`src/rtl/jt12_cmdp_pkg.sv`:
```
// rtl/jt12_cmdp_pkg.sv - opcodes, command field positions and FSM encoding for jt12_cmd_player
package jt12_cmdp_pkg;

   localparam logic [3:0] OP_END       = 4'd0;
   localparam logic [3:0] OP_WRITE     = 4'd1;
   localparam logic [3:0] OP_WAIT      = 4'd2;
   localparam logic [3:0] OP_WAIT_FLAG = 4'd3;
   localparam logic [3:0] OP_CHECK     = 4'd4;

   // LSB positions of the fields inside a 24-bit command word
   localparam int F_OP   = 20;
   localparam int F_CHIP = 18;
   localparam int F_A1   = 17;
   localparam int F_RSVD = 16;
   localparam int F_HI   = 8;
   localparam int F_LO   = 0;

   typedef enum logic [3:0] {
      S_IDLE,
      S_FETCH,
      S_DECODE,
      S_POLL,
      S_STROBE,
      S_BLANK,
      S_WAIT_CNT,
      S_WAIT_FLAG,
      S_DONE
   } state_t;

   function automatic logic [7:0] sat_inc8(input logic [7:0] v);
      return (v == 8'hFF) ? v : v + 8'd1;
   endfunction

endpackage

```
`src/rtl/jt12_cmdp_busmux.sv`:
```
// rtl/jt12_cmdp_busmux.sv - per-chip status select and one-hot active-low chip select
module jt12_cmdp_busmux
   import jt12_cmdp_pkg::*;
#(
   parameter int CHIPS = 1
)(
   input  logic [1:0]         chip,
   input  logic               sel,
   input  logic [8*CHIPS-1:0] din,
   output logic [7:0]         status,
   output logic [CHIPS-1:0]   cs_n
);

   always_comb begin
      status = 8'h00;
      cs_n   = '1;
      for (int k = 0; k < CHIPS; k++) begin
         if (chip == 2'(k)) begin
            status = din[8*k +: 8];
            if (sel) cs_n[k] = 1'b0;
         end
      end
   end

endmodule

```
`src/rtl/jt12_cmd_player.sv`:
```
// rtl/jt12_cmd_player.sv - command sequencer issuing jt12 bus writes from a command memory
// Optional: JT12_CMDP_RANDGAP_EN randomises the BLANK length after every strobe via an LFSR.
module jt12_cmd_player
   import jt12_cmdp_pkg::*;
#(
   parameter int CMD_AW     = 12,
   parameter int CHIPS      = 1,
   parameter int WR_PULSE   = 2,
   parameter int WAIT_SHIFT = 8,
   parameter int BUSY_TO    = 4096
)(
   input  logic               clk,
   input  logic               rst_n,
   input  logic               start,
   output logic [CMD_AW-1:0]  cmd_addr,
   input  logic [23:0]        cmd_data,
   output logic [CHIPS-1:0]   cs_n,
   output logic               wr_n,
   output logic [1:0]         addr,
   output logic [7:0]         dout,
   input  logic [8*CHIPS-1:0] din,
   output logic               running,
   output logic               done,
   output logic               err_timeout,
   output logic               err_illegal,
   output logic [7:0]         err_cnt
);

   localparam int PW = $clog2(BUSY_TO + 1);
   localparam int SW = $clog2(WR_PULSE + 1);
   localparam int WW = 16 + WAIT_SHIFT;

   state_t            state, state_nxt;
   logic [CMD_AW-1:0] pc, pc_nxt;
   logic [3:0]        op_q, op_nxt;
   logic [1:0]        chip_q, chip_nxt;
   logic              a1_q, a1_nxt;
   logic [7:0]        hi_q, hi_nxt, lo_q, lo_nxt;
   logic              phase, phase_nxt;
   logic [PW-1:0]     poll_cnt, poll_nxt;
   logic [SW-1:0]     st_cnt, st_nxt;
   logic [WW-1:0]     wait_cnt, wait_nxt;
   logic [1:0]        addr_nxt;
   logic [7:0]        dout_nxt;
   logic              eto_nxt, eil_nxt;
   logic [7:0]        ecnt_nxt;
   logic              advance;
   logic              strobe;
   logic              blank_last;
   logic [7:0]        status;

   logic [3:0]        d_op;
   logic [1:0]        d_chip;
   logic              d_bus_op;
   logic              d_chip_ok;
   logic              unused_rsvd;

   assign d_op        = cmd_data[F_OP +: 4];
   assign d_chip      = cmd_data[F_CHIP +: 2];
   assign d_bus_op    = (d_op == OP_WRITE) || (d_op == OP_WAIT_FLAG) || (d_op == OP_CHECK);
   assign d_chip_ok   = int'(d_chip) < CHIPS;
   assign unused_rsvd = cmd_data[F_RSVD];

   assign strobe   = (state == S_STROBE);
   assign wr_n     = ~strobe;
   assign cmd_addr = pc;
   assign running  = (state != S_IDLE) && (state != S_DONE);
   assign done     = (state == S_DONE);

   jt12_cmdp_busmux #(.CHIPS(CHIPS)) u_busmux (
      .chip   (chip_q),
      .sel    (strobe),
      .din    (din),
      .status (status),
      .cs_n   (cs_n)
   );

`ifdef JT12_CMDP_RANDGAP_EN
   logic [15:0] lfsr;
   logic [6:0]  blank_cnt;

   // Reloaded on every STROBE cycle so the value from the last one sets the gap.
   always_ff @(posedge clk) begin
      if (!rst_n) begin
         lfsr      <= 16'hACE1;
         blank_cnt <= 7'd0;
      end else begin
         lfsr <= {lfsr[14:0], lfsr[15] ^ lfsr[13] ^ lfsr[12] ^ lfsr[10]};
         if (state == S_STROBE)
            blank_cnt <= 7'(lfsr[6:0] % 7'd100);
         else if (state == S_BLANK && blank_cnt != 7'd0)
            blank_cnt <= blank_cnt - 7'd1;
      end
   end

   assign blank_last = (blank_cnt == 7'd0);
`else
   assign blank_last = 1'b1;
`endif

   always_ff @(posedge clk) begin
      if (!rst_n) begin
         state       <= S_IDLE;
         pc          <= '0;
         op_q        <= OP_END;
         chip_q      <= 2'd0;
         a1_q        <= 1'b0;
         hi_q        <= 8'h00;
         lo_q        <= 8'h00;
         phase       <= 1'b0;
         poll_cnt    <= '0;
         st_cnt      <= '0;
         wait_cnt    <= '0;
         addr        <= 2'd0;
         dout        <= 8'h00;
         err_timeout <= 1'b0;
         err_illegal <= 1'b0;
         err_cnt     <= 8'h00;
      end else begin
         state       <= state_nxt;
         pc          <= pc_nxt;
         op_q        <= op_nxt;
         chip_q      <= chip_nxt;
         a1_q        <= a1_nxt;
         hi_q        <= hi_nxt;
         lo_q        <= lo_nxt;
         phase       <= phase_nxt;
         poll_cnt    <= poll_nxt;
         st_cnt      <= st_nxt;
         wait_cnt    <= wait_nxt;
         addr        <= addr_nxt;
         dout        <= dout_nxt;
         err_timeout <= eto_nxt;
         err_illegal <= eil_nxt;
         err_cnt     <= ecnt_nxt;
      end
   end

   always_comb begin
      state_nxt = state;
      pc_nxt    = pc;
      op_nxt    = op_q;
      chip_nxt  = chip_q;
      a1_nxt    = a1_q;
      hi_nxt    = hi_q;
      lo_nxt    = lo_q;
      phase_nxt = phase;
      poll_nxt  = poll_cnt;
      st_nxt    = st_cnt;
      wait_nxt  = wait_cnt;
      addr_nxt  = addr;
      dout_nxt  = dout;
      eto_nxt   = err_timeout;
      eil_nxt   = err_illegal;
      ecnt_nxt  = err_cnt;
      advance   = 1'b0;

      case (state)
         S_IDLE, S_DONE: begin
            if (start) begin
               state_nxt = S_FETCH;
               pc_nxt    = '0;
               eto_nxt   = 1'b0;
               eil_nxt   = 1'b0;
               ecnt_nxt  = 8'h00;
            end
         end
         S_FETCH: state_nxt = S_DECODE;
         S_DECODE: begin
            op_nxt    = d_op;
            chip_nxt  = d_chip;
            a1_nxt    = cmd_data[F_A1];
            hi_nxt    = cmd_data[F_HI +: 8];
            lo_nxt    = cmd_data[F_LO +: 8];
            phase_nxt = 1'b0;
            poll_nxt  = '0;
            if (d_op == OP_END) begin
               state_nxt = S_DONE;
            end else if (d_op == OP_WAIT) begin
               wait_nxt  = WW'(cmd_data[15:0]) << WAIT_SHIFT;
               state_nxt = S_WAIT_CNT;
            end else if (d_bus_op && d_chip_ok) begin
               state_nxt = S_POLL;
            end else begin
               eil_nxt = 1'b1;
               advance = 1'b1;
            end
         end
         S_POLL: begin
            if (status[7]) begin
               if (poll_cnt == PW'(BUSY_TO - 1)) begin
                  eto_nxt   = 1'b1;
                  state_nxt = S_DONE;
               end else begin
                  poll_nxt = poll_cnt + PW'(1);
               end
            end else begin
               case (op_q)
                  OP_WRITE: begin
                     state_nxt = S_STROBE;
                     st_nxt    = '0;
                     addr_nxt  = {a1_q, phase};
                     dout_nxt  = phase ? lo_q : hi_q;
                  end
                  OP_WAIT_FLAG: state_nxt = S_WAIT_FLAG;
                  default: begin
                     if ((status & hi_q) != lo_q) ecnt_nxt = sat_inc8(err_cnt);
                     advance = 1'b1;
                  end
               endcase
            end
         end
         S_STROBE: begin
            if (st_cnt == SW'(WR_PULSE - 1)) state_nxt = S_BLANK;
            else                             st_nxt    = st_cnt + SW'(1);
         end
         S_BLANK: begin
            if (blank_last) begin
               if (!phase) begin
                  phase_nxt = 1'b1;
                  poll_nxt  = '0;
                  state_nxt = S_POLL;
               end else begin
                  advance = 1'b1;
               end
            end
         end
         S_WAIT_CNT: begin
            if (wait_cnt <= WW'(1)) advance  = 1'b1;
            else                    wait_nxt = wait_cnt - WW'(1);
         end
         S_WAIT_FLAG: begin
            if ((status & lo_q) != 8'h00) advance = 1'b1;
         end
         default: state_nxt = S_IDLE;
      endcase

      // Running off the end of command memory counts as a malformed program.
      if (advance) begin
         if (pc == '1) begin
            eil_nxt   = 1'b1;
            state_nxt = S_DONE;
         end else begin
            pc_nxt    = pc + CMD_AW'(1);
            state_nxt = S_FETCH;
         end
      end
   end

endmodule

```
`config.mk`:
```
export PLATFORM = sky130hd
export DESIGN_NAME = jt12_cmd_player
export DESIGN_NICKNAME = d
export VERILOG_FILES = /design/src/rtl/jt12_cmdp_pkg.sv /design/src/rtl/jt12_cmdp_busmux.sv /design/src/rtl/jt12_cmd_player.sv
export SDC_FILE = /design/constraint.sdc
export NUM_CORES = 1
export LEC_CHECK = 0
export ABC_AREA = 1
export CORE_ASPECT_RATIO = 1.1
export CORE_MARGIN = 2
export CORE_UTILIZATION = 50
export DETAILED_ROUTE_END_ITERATION = 8
export GPL_ROUTABILITY_DRIVEN = 0
export PLACE_DENSITY = 0.76
export SYNTH_ARGS = -nofsm -noshare
export SYNTH_HDL_FRONTEND = slang
export SYNTH_SLANG_ARGS = --single-unit
```
`constraint.sdc`:
```
create_clock -name clk -period 3.3 [get_ports clk]
set_clock_uncertainty 0.2 [all_clocks]
set_input_delay 0.495 -clock clk [delete_from_list [all_inputs] [get_ports clk]]
set_output_delay 0.495 -clock clk [all_outputs]
set_load 0.02 [all_outputs]
```
==> summary.md, run 1 <==
| Metric | Value |
|---|---|
| Run status | `complete, no violations` |
| RSZ-0062 raised after global routing | `false` |
| Number of buffers added by the clock tree synthesis step | `9` |
| Number of buffers inserted by hold repair at cts | `0` |
| H-tree depth | `3` |
| Number of vias in the routed layout | `5480` |
| Max-Slew Margin vs Limit | `56.96%` |
| Reg-to-Reg Start | `state[1]` |
| Largest net degree at the start of global routing | `56` |
| Final total power | `3.779 mW` |
| Iter 0 DRT Violations | `303` |
| Sequential power share | `38.9%` |
| Required time at the worst-slack endpoint | `3.35 ns` |
| IO Count | `71` |
| Clock power frac | `30.6%` |
| Number of clock sinks | `99` |
| DRC violations left | `0` |
| Fmax | `388.1 MHz` |
| Vias in the first global route | `4908` |
| Arrival time of data at the critical path endpoint | `2.63 ns` |
| Top library cells by usage in the layout, fill and taps aside | `sky130_fd_sc_hd__nand2_1 (155), sky130_fd_sc_hd__nor2_1 (128), sky130_fd_sc_hd__dfxtp_1 (99)` |
| FF-to-FF setup slack | `0.72 ns` |
| DPL Wire Length | `9734 um` |
| Sw Pwr | `1.359 mW` |
| Static leakage | `2.673 nW` |
| Class of the worst hold path | `register to register` |
| Yosys synthesis warning count | `0` |
| Slew of the pin with the lowest slew margin | `0.6432 ns` |
| Final antenna diode count | `0` |
| Count of final max-slew check failures | `0` |
| Row count | `40` |
| Nets | `941` |
| Clock buffer depth | `2` |
| Per-cell routed wire length | `12.90 um` |
| Internal power component | `2.420 mW` |
| Slowest stage delay, CP | `0.60 ns` |
| Predominant post-synthesis flop cell | `sky130_fd_sc_hd__dfxtp_1` |
| Remaining global-route overflow | `0` |
| Power per unit of standard cell area | `567.5 mW/mm2` |
| Antenna violations before repair | `0` |
| Highest-delay cell along the critical path | `sky130_fd_sc_hd__o21ai_4` |
| CP Capture Type | `register` |
| Capture point of the worst path | `wait_cnt[13]` |
| Max Cap Viol | `0` |
| Share of total power consumed by net switching | `35.97%` |
| Ratio of final minimum period to clock period | `78.08%` |
| Post-Place Cells | `1036` |
| # fillers | `1036` |
| Flop and latch count out of synthesis | `99` |
| Placement Setup Slack | `0.6959 ns` |
| Die span in x | `104.4 um` |
| Critical Path, Cell by Cell | `nand2_2 -> nor2_8 -> inv_2 -> o21ai_4 -> o21ai_0 -> a21oi_1 -> nor2_1` |
| Number of synthesized flops with an enable pin | `0` |
| Buffer cell driving the clock tree root | `sky130_fd_sc_hd__clkbuf_16` |
| Syn-to-layout area delta | `20.14%` |
| Distinct cell type count after synthesis | `41` |
| Global-route wire length before repair | `22840 um` |
| End of the worst register-to-register path | `wait_cnt[13]` |
| Hold Vio Cnt, Final | `0` |
| Clk_lat worst skew | `0.35 ns` |
| Setup_tns | `0 ns` |
| ANT nets after route | `0` |
| Non-filler cells in the finished layout | `1052` |
| Setup Viol. Count Final | `0` |
| Post-Synthesis Cells | `843` |
| Setup repair bufs after CTS | `0` |
| Critical path type | `register to register` |
| Post-synthesis sequential area ratio | `35.76%` |
| Placeable Area | `0.01086 mm2` |
| CP startpoint kind | `register` |
| Wirelength, routed | `13570 um` |
| Share of final-layout standard cells stronger than drive strength 1 | `5.414%` |
| Starting density of the core | `51.04%` |
| Die height | `114.4 um` |
| Post-CTS sizing | `0` |
| Global router's overall resource usage | `23.46%` |
| Syn Area/Cell | `6.575 um2` |
| Count of TritonRoute iterations in the first routing pass | `5` |
| Highest fanout seen on the critical path | `36` |
| Final core utilization | `61.31%` |
| Setup ws final | `0.7235 ns` |
| Launch point of the worst path | `state[1]` |
| Die area | `0.01194 mm2` |
| FFs w/ async S/R, synth | `0%` |
| Buffers on Ports | `69` |
| Syn nets | `884` |
| Vias per cell | `5.209` |
| Worst-path clk slew | `0.07 ns` |
| Post-layout min period | `2.577 ns` |
| Most common cell after layout, fill and taps aside | `sky130_fd_sc_hd__nand2_1` |
| Number of cells on the worst reg-to-reg path | `7` |
| Netlist area before placement | `0.005543 mm2` |
| Clock tree from TritonCTS | `built` |
| Combinational share of power | `30.5%` |
| Worst ir drop on vdd | `0.3014 mV` |
==> stage by stage <==
step | instance area, um2 | hold WS [ns]
detailed placement | 6331 | 0.2397
floorplan | 5543 | 0.2447
CTS | 6659 | 0.2500
finish | 6659 | 0.2476
global placement | 6331 | 0.2336
global route | 6659 | 0.2815
==> synth_stat cells (12+ instances only) <==
library cell,instances,area [um2]
sky130_fd_sc_hd__nand3_1,67,335.3
sky130_fd_sc_hd__clkbuf_1,16,60.06
sky130_fd_sc_hd__o21ai_0,76,380.4
sky130_fd_sc_hd__nand2_1,155,581.8
sky130_fd_sc_hd__inv_1,90,337.8
sky130_fd_sc_hd__nor2_1,128,480.5
sky130_fd_sc_hd__nand4_1,18,112.6
sky130_fd_sc_hd__xor2_1,23,201.4
sky130_fd_sc_hd__nor3_1,12,60.06
sky130_fd_sc_hd__dfxtp_1,99,1982
sky130_fd_sc_hd__a21oi_1,87,435.4
==> layout make-up <==
type,count,area [um2],area share [%]
clock buffer,10,239.0,3.589
sequential,99,1982,29.76
multi-input combinational,621,3084,46.32
clock inverter,6,88.84,1.334
tap,147,183.9,2.762
inverter,96,360.3,5.412
timing repair buffer,73,720.7,10.82
==> cells by family after synthesis <==
group | share of synthesized area (%)
compound gates | 17.49
xor+xnor | 4.424
fa+ha+maj | 1.354
buf+inv | 8.600
flops | 35.76
mux | 0.1806
simple gates | 32.19
==> worst min-delay path by stage <==
stage                  from      end  slack (ns)  depth (start not counted)
floorplan           op_q[1]  op_q[1]        0.24                          2
detailed placement  dout[0]  dout[0]        0.24                          2
finish              dout[5]  dout[5]        0.25                          2
global placement    dout[5]  dout[5]        0.23                          2
global route        dout[6]  dout[6]        0.28                          2
CTS                 dout[0]  dout[0]        0.25                          2
==> worst max-delay path: cells and delay by family, from the launching register on <==
family | cells | cell delay, ns
buf+inv | 1 | 0.26
compound gates | 3 | 0.95
simple gates | 3 | 0.59
flops | 1 | 0.45
==> layer usage <==
metal  vias to the layer above  share of wire [%]  GRT usage (%)
met5                         -                  0              0
met4                         0                2.0          10.09
li1                       2868                  -              -
met3                        18                3.4          3.529
met2                       115                 47          39.17
met1                      2479                 48          30.31
==> state kept, by name (all words and copies together) (netlist names), 2 cells and up <==
register  count
wait_cnt     24
poll_cnt     13
cmd_addr     12
dout          8
err_cnt       8
hi_q          8
lo_q          8
op_q          4
state         4
addr          2
chip_q        2
st_cnt        2
==> power by group through the flow <==
stage,Sequential [mW],Combinational (mW),Clock (mW)
after floorplan,1.48,0.846,0
after global placement,1.49,1.13,0
after detailed placement,1.49,1.15,0
after CTS,1.47,1.15,1.18
after global routing,1.49,1.30,1.23
final,1.47,1.15,1.16
Power figures use the tool's default switching activity.
==> run 2, diff against run 1 <==
Clock period 3.3 ns to 2.4 ns, I/O delays scaled along.
==> run 2 against run 1 <==
Count of clock-buffer cells in the layout decreased by 1. Sequential power increased by 38%. Via count increased by 1.9%. Critical path depth decreased by 4. Design area increased by 2.5%. First-iteration DRC count increased by 10%. Core utilization increased by 1.6 points. Register-to-register slack got worse by 0.46 ns. Power increased by 42%.
==> summary.md, run 2 (same netlist as run 1, synthesis figures left out) <==
| Metric | Value |
|---|---|
| Hold Vio Cnt, Final | `0 (unchanged)` |
| Critical path type | `register to output port` |
| Slew of the pin with the lowest slew margin | `0.5055 ns (-0.1377 ns)` |
| Syn-to-layout area delta | `23.18%` |
| Power per unit of standard cell area | `788.3 mW/mm2 (+39%)` |
| H-tree depth | `3 (unchanged)` |
| DRC violations left | `0 (unchanged)` |
| Number of clock sinks | `99 (unchanged)` |
| IO Count | `71 (unchanged)` |
| Worst ir drop on vdd | `0.3542 mV (+18%)` |
| Die span in x | `104.4 um (unchanged)` |
| RSZ-0062 raised after global routing | `false` |
| Fmax | `444.7 MHz` |
| Post-layout min period | `2.249 ns` |
| Most common cell after layout, fill and taps aside | `sky130_fd_sc_hd__nand2_1` |
| Buffer cell driving the clock tree root | `sky130_fd_sc_hd__clkbuf_16` |
| Wirelength, routed | `13970 um (+2.9%)` |
| FF-to-FF setup slack | `0.26 ns (-0.46 ns)` |
| Buffers on Ports | `69 (unchanged)` |
| Required time at the worst-slack endpoint | `1.84 ns (-1.51 ns)` |
| Max Cap Viol | `0 (unchanged)` |
| Top library cells by usage in the layout, fill and taps aside | `sky130_fd_sc_hd__nand2_1 (155), sky130_fd_sc_hd__nor2_1 (128), sky130_fd_sc_hd__dfxtp_1 (99)` |
| Placeable Area | `0.01086 mm2 (unchanged)` |
| Static leakage | `2.788 nW (+4.3%)` |
| Starting density of the core | `51.04% (unchanged)` |
| Largest net degree at the start of global routing | `38 (-32%)` |
| Setup repair bufs after CTS | `0 (unchanged)` |
| Count of TritonRoute iterations in the first routing pass | `5 (unchanged)` |
| Vias per cell | `5.207 (about the same)` |
| Global-route wire length before repair | `23550 um (+3.1%)` |
| Worst-path clk slew | `0.07 ns (about the same)` |
| CP startpoint kind | `register` |
| Per-cell routed wire length | `13.03 um (+1.0%)` |
| Number of cells on the worst reg-to-reg path | `11 (+4)` |
| CP Capture Type | `output port` |
| Setup_tns | `0 ns (unchanged)` |
| Die area | `0.01194 mm2 (unchanged)` |
| Row count | `40 (unchanged)` |
| Die height | `114.4 um (unchanged)` |
| Vias in the first global route | `5112 (+4.2%)` |
| Ratio of final minimum period to clock period | `93.69%` |
| Antenna violations before repair | `0 (unchanged)` |
| Share of final-layout standard cells stronger than drive strength 1 | `7.568% (+2.2 points)` |
| Arrival time of data at the critical path endpoint | `1.69 ns (-0.94 ns)` |
| Final core utilization | `62.87% (+1.6 points)` |
| Nets | `961 (+2.1%)` |
| Number of flip-flops under the largest register name | `24 (unchanged)` |
| Class of the worst hold path | `register to register` |
| Run status | `complete, no violations` |
| Number of vias in the routed layout | `5582 (+1.9%)` |
| DPL Wire Length | `10170 um (+4.4%)` |
| Setup Viol. Count Final | `0 (unchanged)` |
| Highest fanout seen on the critical path | `7 (-81%)` |
| Top reg by flops | `wait_cnt` |
| Launch point of the worst path | `state[1]` |
| Remaining global-route overflow | `0 (unchanged)` |
| Clock tree from TritonCTS | `built` |
| Final antenna diode count | `0 (unchanged)` |
| Capture point of the worst path | `running` |
| Global router's overall resource usage | `24.14% (+0.68 points)` |
| # fillers | `1056 (+1.9%)` |
| ANT nets after route | `0 (unchanged)` |
| Count of final max-slew check failures | `0 (unchanged)` |
| Iter 0 DRT Violations | `334 (+10%)` |
| Clock buffer depth | `2 (unchanged)` |
| Reg-to-Reg Start | `chip_q[0]` |
| Max-Slew Margin vs Limit | `66.26% (+9.3 points)` |
| End of the worst register-to-register path | `err_cnt[2]` |
| Number of buffers added by the clock tree synthesis step | `9 (unchanged)` |
| Clk_lat worst skew | `0.35 ns (about the same)` |
[run 2: changes by cell type in the layout (fill, tap and decap cells not counted), moves of 2 or more]
cell                              previous run  this run
sky130_fd_sc_hd__buf_4                       4        23
sky130_fd_sc_hd__dlygate4sd2_1               0         2
sky130_fd_sc_hd__clkdlybuf4s50_1            69        66
sky130_fd_sc_hd__inv_6                       0         2
[run 2: worst min path at each step]
stage / start / endpoint / slack [ns] / cells after the start
floorplan: op_q[1] / op_q[1] / 0.24 / 2
global placement: dout[6] / dout[6] / 0.23 / 2
detailed placement: dout[6] / dout[6] / 0.24 / 2
CTS: dout[6] / dout[6] / 0.25 / 2
global route: addr[0] / addr[0] / 0.26 / 2
finish: dout[6] / dout[6] / 0.25 / 2
[run 2: final cells by class]
type | instances | area [um2] | share of cell area [%]
clock inverter | 7 | 122.6 | 1.796
tap | 147 | 183.9 | 2.694
sequential | 99 | 1982 | 29.03
clock buffer | 9 | 225.2 | 3.299
multi-input combinational | 622 | 3090 | 45.26
timing repair buffer | 92 | 863.3 | 12.64
inverter | 96 | 360.3 | 5.278
[run 2: layer usage]
layer | routed length [um] | global-route usage, % | up-vias
li1 | - | - | 2912
met1 | 6318 | 30.49 | 2524
met2 | 6794 | 41.96 | 124
met3 | 518 | 3.017 | 22
met4 | 337 | 9.730 | 0
met5 | 0 | 0 | -
[run 2: what timing repair did]
item,CTS,global route
hold buffers,0,0
hold endpoints to repair,0,0
pin swaps,0,1
cloned,0,1
gates resized for setup,2,2
setup endpoints to repair,2,23
[run 2: critical path: stages, from the launching register on]
cell	delay, ns
sky130_fd_sc_hd__dfxtp_1	0.46
sky130_fd_sc_hd__nor2_1	0.10
sky130_fd_sc_hd__nand2_1	0.15
sky130_fd_sc_hd__clkdlybuf4s50_1	0.63
[run 2: metrics by stage]
stage | setup slack, ns | cells | hold slack (ns) | total power, mW | cell area (um2)
after floorplan | 0.5146 | 843 | 0.2447 | 3.200 | 5543
after global placement | 0.07062 | 1055 | 0.2317 | 3.664 | 6474
after detailed placement | 0.06056 | 1055 | 0.2376 | 3.693 | 6474
after CTS | 0.06036 | 1071 | 0.2485 | 5.384 | 6819
after global routing | 0.04545 | 1072 | 0.2645 | 5.735 | 6828
final | 0.1513 | 1072 | 0.2450 | 5.383 | 6828
[run 2: report_power, final]
group	total, mW	switching [mW]	internal [mW]
Sequential	2.03	0.198	1.83
Combinational	1.66	1.05	0.611
Clock	1.69	0.668	1.03
==> run 3, diff against run 2 <==
Settings changed: SETUP_SLACK_MARGIN set to 0.3, TNS_END_PERCENT set to 50.
==> run 3 against run 2 <==
Core utilization up 1.7 points. Register-to-register slack improved by 0.18 ns. Sequential share of layout area shrank 0.70 points. Critical endpoint is now cs_n. Clock power about the same. Combinational power grew 8%. Routed wire length is 2.7% higher. Global-route usage up 0.22 points. Non-clock buffer count up 9. Final cell count rose by 0.84%.
==> summary.md, run 3 (same netlist as run 1, synthesis figures left out) <==
| Metric | Value |
|---|---|
| Slowest stage delay, CP | `0.36 ns (-0.27 ns)` |
| Share of final-layout standard cells stronger than drive strength 1 | `11.24% (+3.7 points)` |
| Die height | `114.4 um (unchanged)` |
| Fmax | `491.4 MHz (+10%)` |
| Syn-to-layout area delta | `26.55%` |
| Final antenna diode count | `0 (unchanged)` |
| Max-Slew Margin vs Limit | `74.81% (+8.6 points)` |
| Critical path type | `register to output port` |
| Slew of the pin with the lowest slew margin | `0.3774 ns (-0.1281 ns)` |
| Required time at the worst-slack endpoint | `1.84 ns (about the same)` |
| Class of the worst hold path | `register to register` |
| Arrival time of data at the critical path endpoint | `1.48 ns (-0.21 ns)` |
| Wirelength, routed | `14340 um (+2.7%)` |
| Count of TritonRoute iterations in the first routing pass | `5 (unchanged)` |
| Post-Place Cells | `1055 (unchanged)` |
| Global-route wire length before repair | `23800 um (+1.1%)` |
| Nets | `970 (+0.94%)` |
| Number of clock sinks | `99 (unchanged)` |
| Static leakage | `2.863 nW (+2.7%)` |
| Antenna violations before repair | `0 (unchanged)` |
| Iter 0 DRT Violations | `334 (unchanged)` |
| Max Cap Viol | `0 (unchanged)` |
| Placement Setup Slack | `0.06056 ns (unchanged)` |
| Largest delay contributor family on the critical path | `buffers and inverters` |
| Sw Pwr | `2.000 mW (+4.4%)` |
| Die area | `0.01194 mm2 (unchanged)` |
| Setup ws final | `0.3650 ns (+0.2137 ns)` |
| Combinational share of power | `32.4% (+1.5 points)` |
| Remaining global-route overflow | `0 (unchanged)` |
| Per-cell routed wire length | `13.27 um (+1.8%)` |
| Most common cell after layout, fill and taps aside | `sky130_fd_sc_hd__nand2_1` |
| Setup Viol. Count Final | `0 (unchanged)` |
| Non-filler cells in the finished layout | `1081 (+0.84%)` |
| Ratio of final minimum period to clock period | `84.79% (-8.9 points)` |
| CP startpoint kind | `register` |
| Critical Path, Cell by Cell | `nor2_2 -> inv_1 -> nor2_4 -> nand2_1 -> dlygate4sd2_1` |
| H-tree depth | `3 (unchanged)` |
| Worst ir drop on vdd | `0.3329 mV (-6.0%)` |
| Post-layout min period | `2.035 ns (-0.2137 ns)` |
| Clock tree from TritonCTS | `built` |
| Clock buffer depth | `2 (unchanged)` |
| DPL Wire Length | `10170 um (unchanged)` |
| Buffers on Ports | `69 (unchanged)` |
| Worst-path clk slew | `0.07 ns (about the same)` |
| Top library cells by usage in the layout, fill and taps aside | `sky130_fd_sc_hd__nand2_1 (150), sky130_fd_sc_hd__nor2_1 (118), sky130_fd_sc_hd__dfxtp_1 (95)` |
| Number of flip-flops under the largest register name | `24 (unchanged)` |
| Starting density of the core | `51.04% (unchanged)` |
| Highest fanout seen on the critical path | `5 (-2)` |
| Vias per cell | `5.204 (about the same)` |
| Hold Vio Cnt, Final | `0 (unchanged)` |
| Power per unit of standard cell area | `790.0 mW/mm2 (+0.21%)` |
| RSZ-0062 raised after global routing | `true` |
| Internal power component | `3.541 mW (+2.2%)` |
| Sequential power share | `36.8% (-0.9 points)` |
| Die span in x | `104.4 um (unchanged)` |
| Number of buffers added by the clock tree synthesis step | `9 (unchanged)` |
| Largest net degree at the start of global routing | `38 (unchanged)` |
| CP Capture Type | `output port` |
| Row count | `40 (unchanged)` |
| IO Count | `71 (unchanged)` |
| Highest-delay cell along the critical path | `sky130_fd_sc_hd__dfxtp_1` |
| Clk_lat worst skew | `0.35 ns (about the same)` |
| Setup_tns | `0 ns (unchanged)` |
| Buffer cell driving the clock tree root | `sky130_fd_sc_hd__clkbuf_16` |
| ANT nets after route | `0 (unchanged)` |
| Clock power frac | `30.8% (-0.7 points)` |
| DRC violations left | `0 (unchanged)` |
| Number of buffer and inverter stages on the critical path | `2 (+1)` |
| Run status | `complete, no violations` |
| Placeable Area | `0.01086 mm2 (unchanged)` |
| Global router's overall resource usage | `24.36% (+0.22 points)` |
| Share of total power consumed by net switching | `36.10% (+0.50 points)` |
| Top reg by flops | `wait_cnt` |
| Vias in the first global route | `5155 (+0.84%)` |
| Number of vias in the routed layout | `5626 (+0.79%)` |
| Count of final max-slew check failures | `0 (unchanged)` |
## run 3: path summary, 6_finish.rpt
| kind | startpoint | endpoint | slack (ns) | cells after the start |
|---|---|---|---|---|
| hold / removal | dout[5] | dout[5] | 0.24 | 2 |
| hold reg to reg | dout[5] | dout[5] | 0.24 | 2 |
| setup / recovery | state[0] | cs_n | 0.36 | 5 |
| setup reg to reg | wait_cnt[0] | wait_cnt[2] | 0.44 | 11 |
## run 3: through the flow
| stage | total power, mW | area (um2) | util [%] | hold WS (ns) |
|---|---|---|---|---|
| CTS | 5.393 | 6828 | 62.87 | 0.2485 |
| global route | 5.879 | 7014 | 64.59 | 0.2645 |
| finish | 5.541 | 7014 | 64.59 | 0.2437 |
| global placement | 3.664 | 6474 | 59.61 | 0.2317 |
| floorplan | 3.200 | 5543 | - | 0.2447 |
| detailed placement | 3.693 | 6474 | 59.61 | 0.2376 |
## run 3: what timing repair did
action                                  CTS  global route
setup buffers                             0             9
hold buffers                              0             0
gates resized for setup                   6            38
pin swaps                                 2             8
cloned                                    1             0
endpoints found under the setup margin   40            70
## run 3: area by class of cell
cell class / count / area (um2)
Fill cell: 1019 / 3846
Multi-Input combinational cell: 622 / 3191
Sequential cell: 99 / 1987
Timing Repair Buffer: 101 / 942.2
Inverter: 96 / 362.8
Clock buffer: 9 / 225.2
Tap cell: 147 / 183.9
Clock inverter: 7 / 122.6
## run 3: power by group through the flow
stage,combinational (mW),clock [mW],sequential (mW)
5_1_grt,2.02,1.79,2.06
4_1_cts,1.66,1.71,2.02
2_1_floorplan,1.16,0,2.04
3_3_place_gp,1.62,0,2.05
3_5_place_dp,1.64,0,2.05
6_report,1.80,1.70,2.04
## run 3: worst reg2reg max path, delay by kind of cell, from the launching register on
kind / cells / cell delay, ns
adder cells (fa/ha/maj): 1 / 0.22
AND/OR/NAND/NOR: 5 / 0.45
AO/OA/AOI/OAI: 3 / 0.43
buffers and inverters: 2 / 0.27
flip-flops: 1 / 0.33
## run 3: layer usage
layer  global-route usage [%]  share of wire (%)
met5                        0                  0
met4                    9.459                2.0
met3                    2.903                3.2
met2                    42.66                 49
met1                    30.74                 45
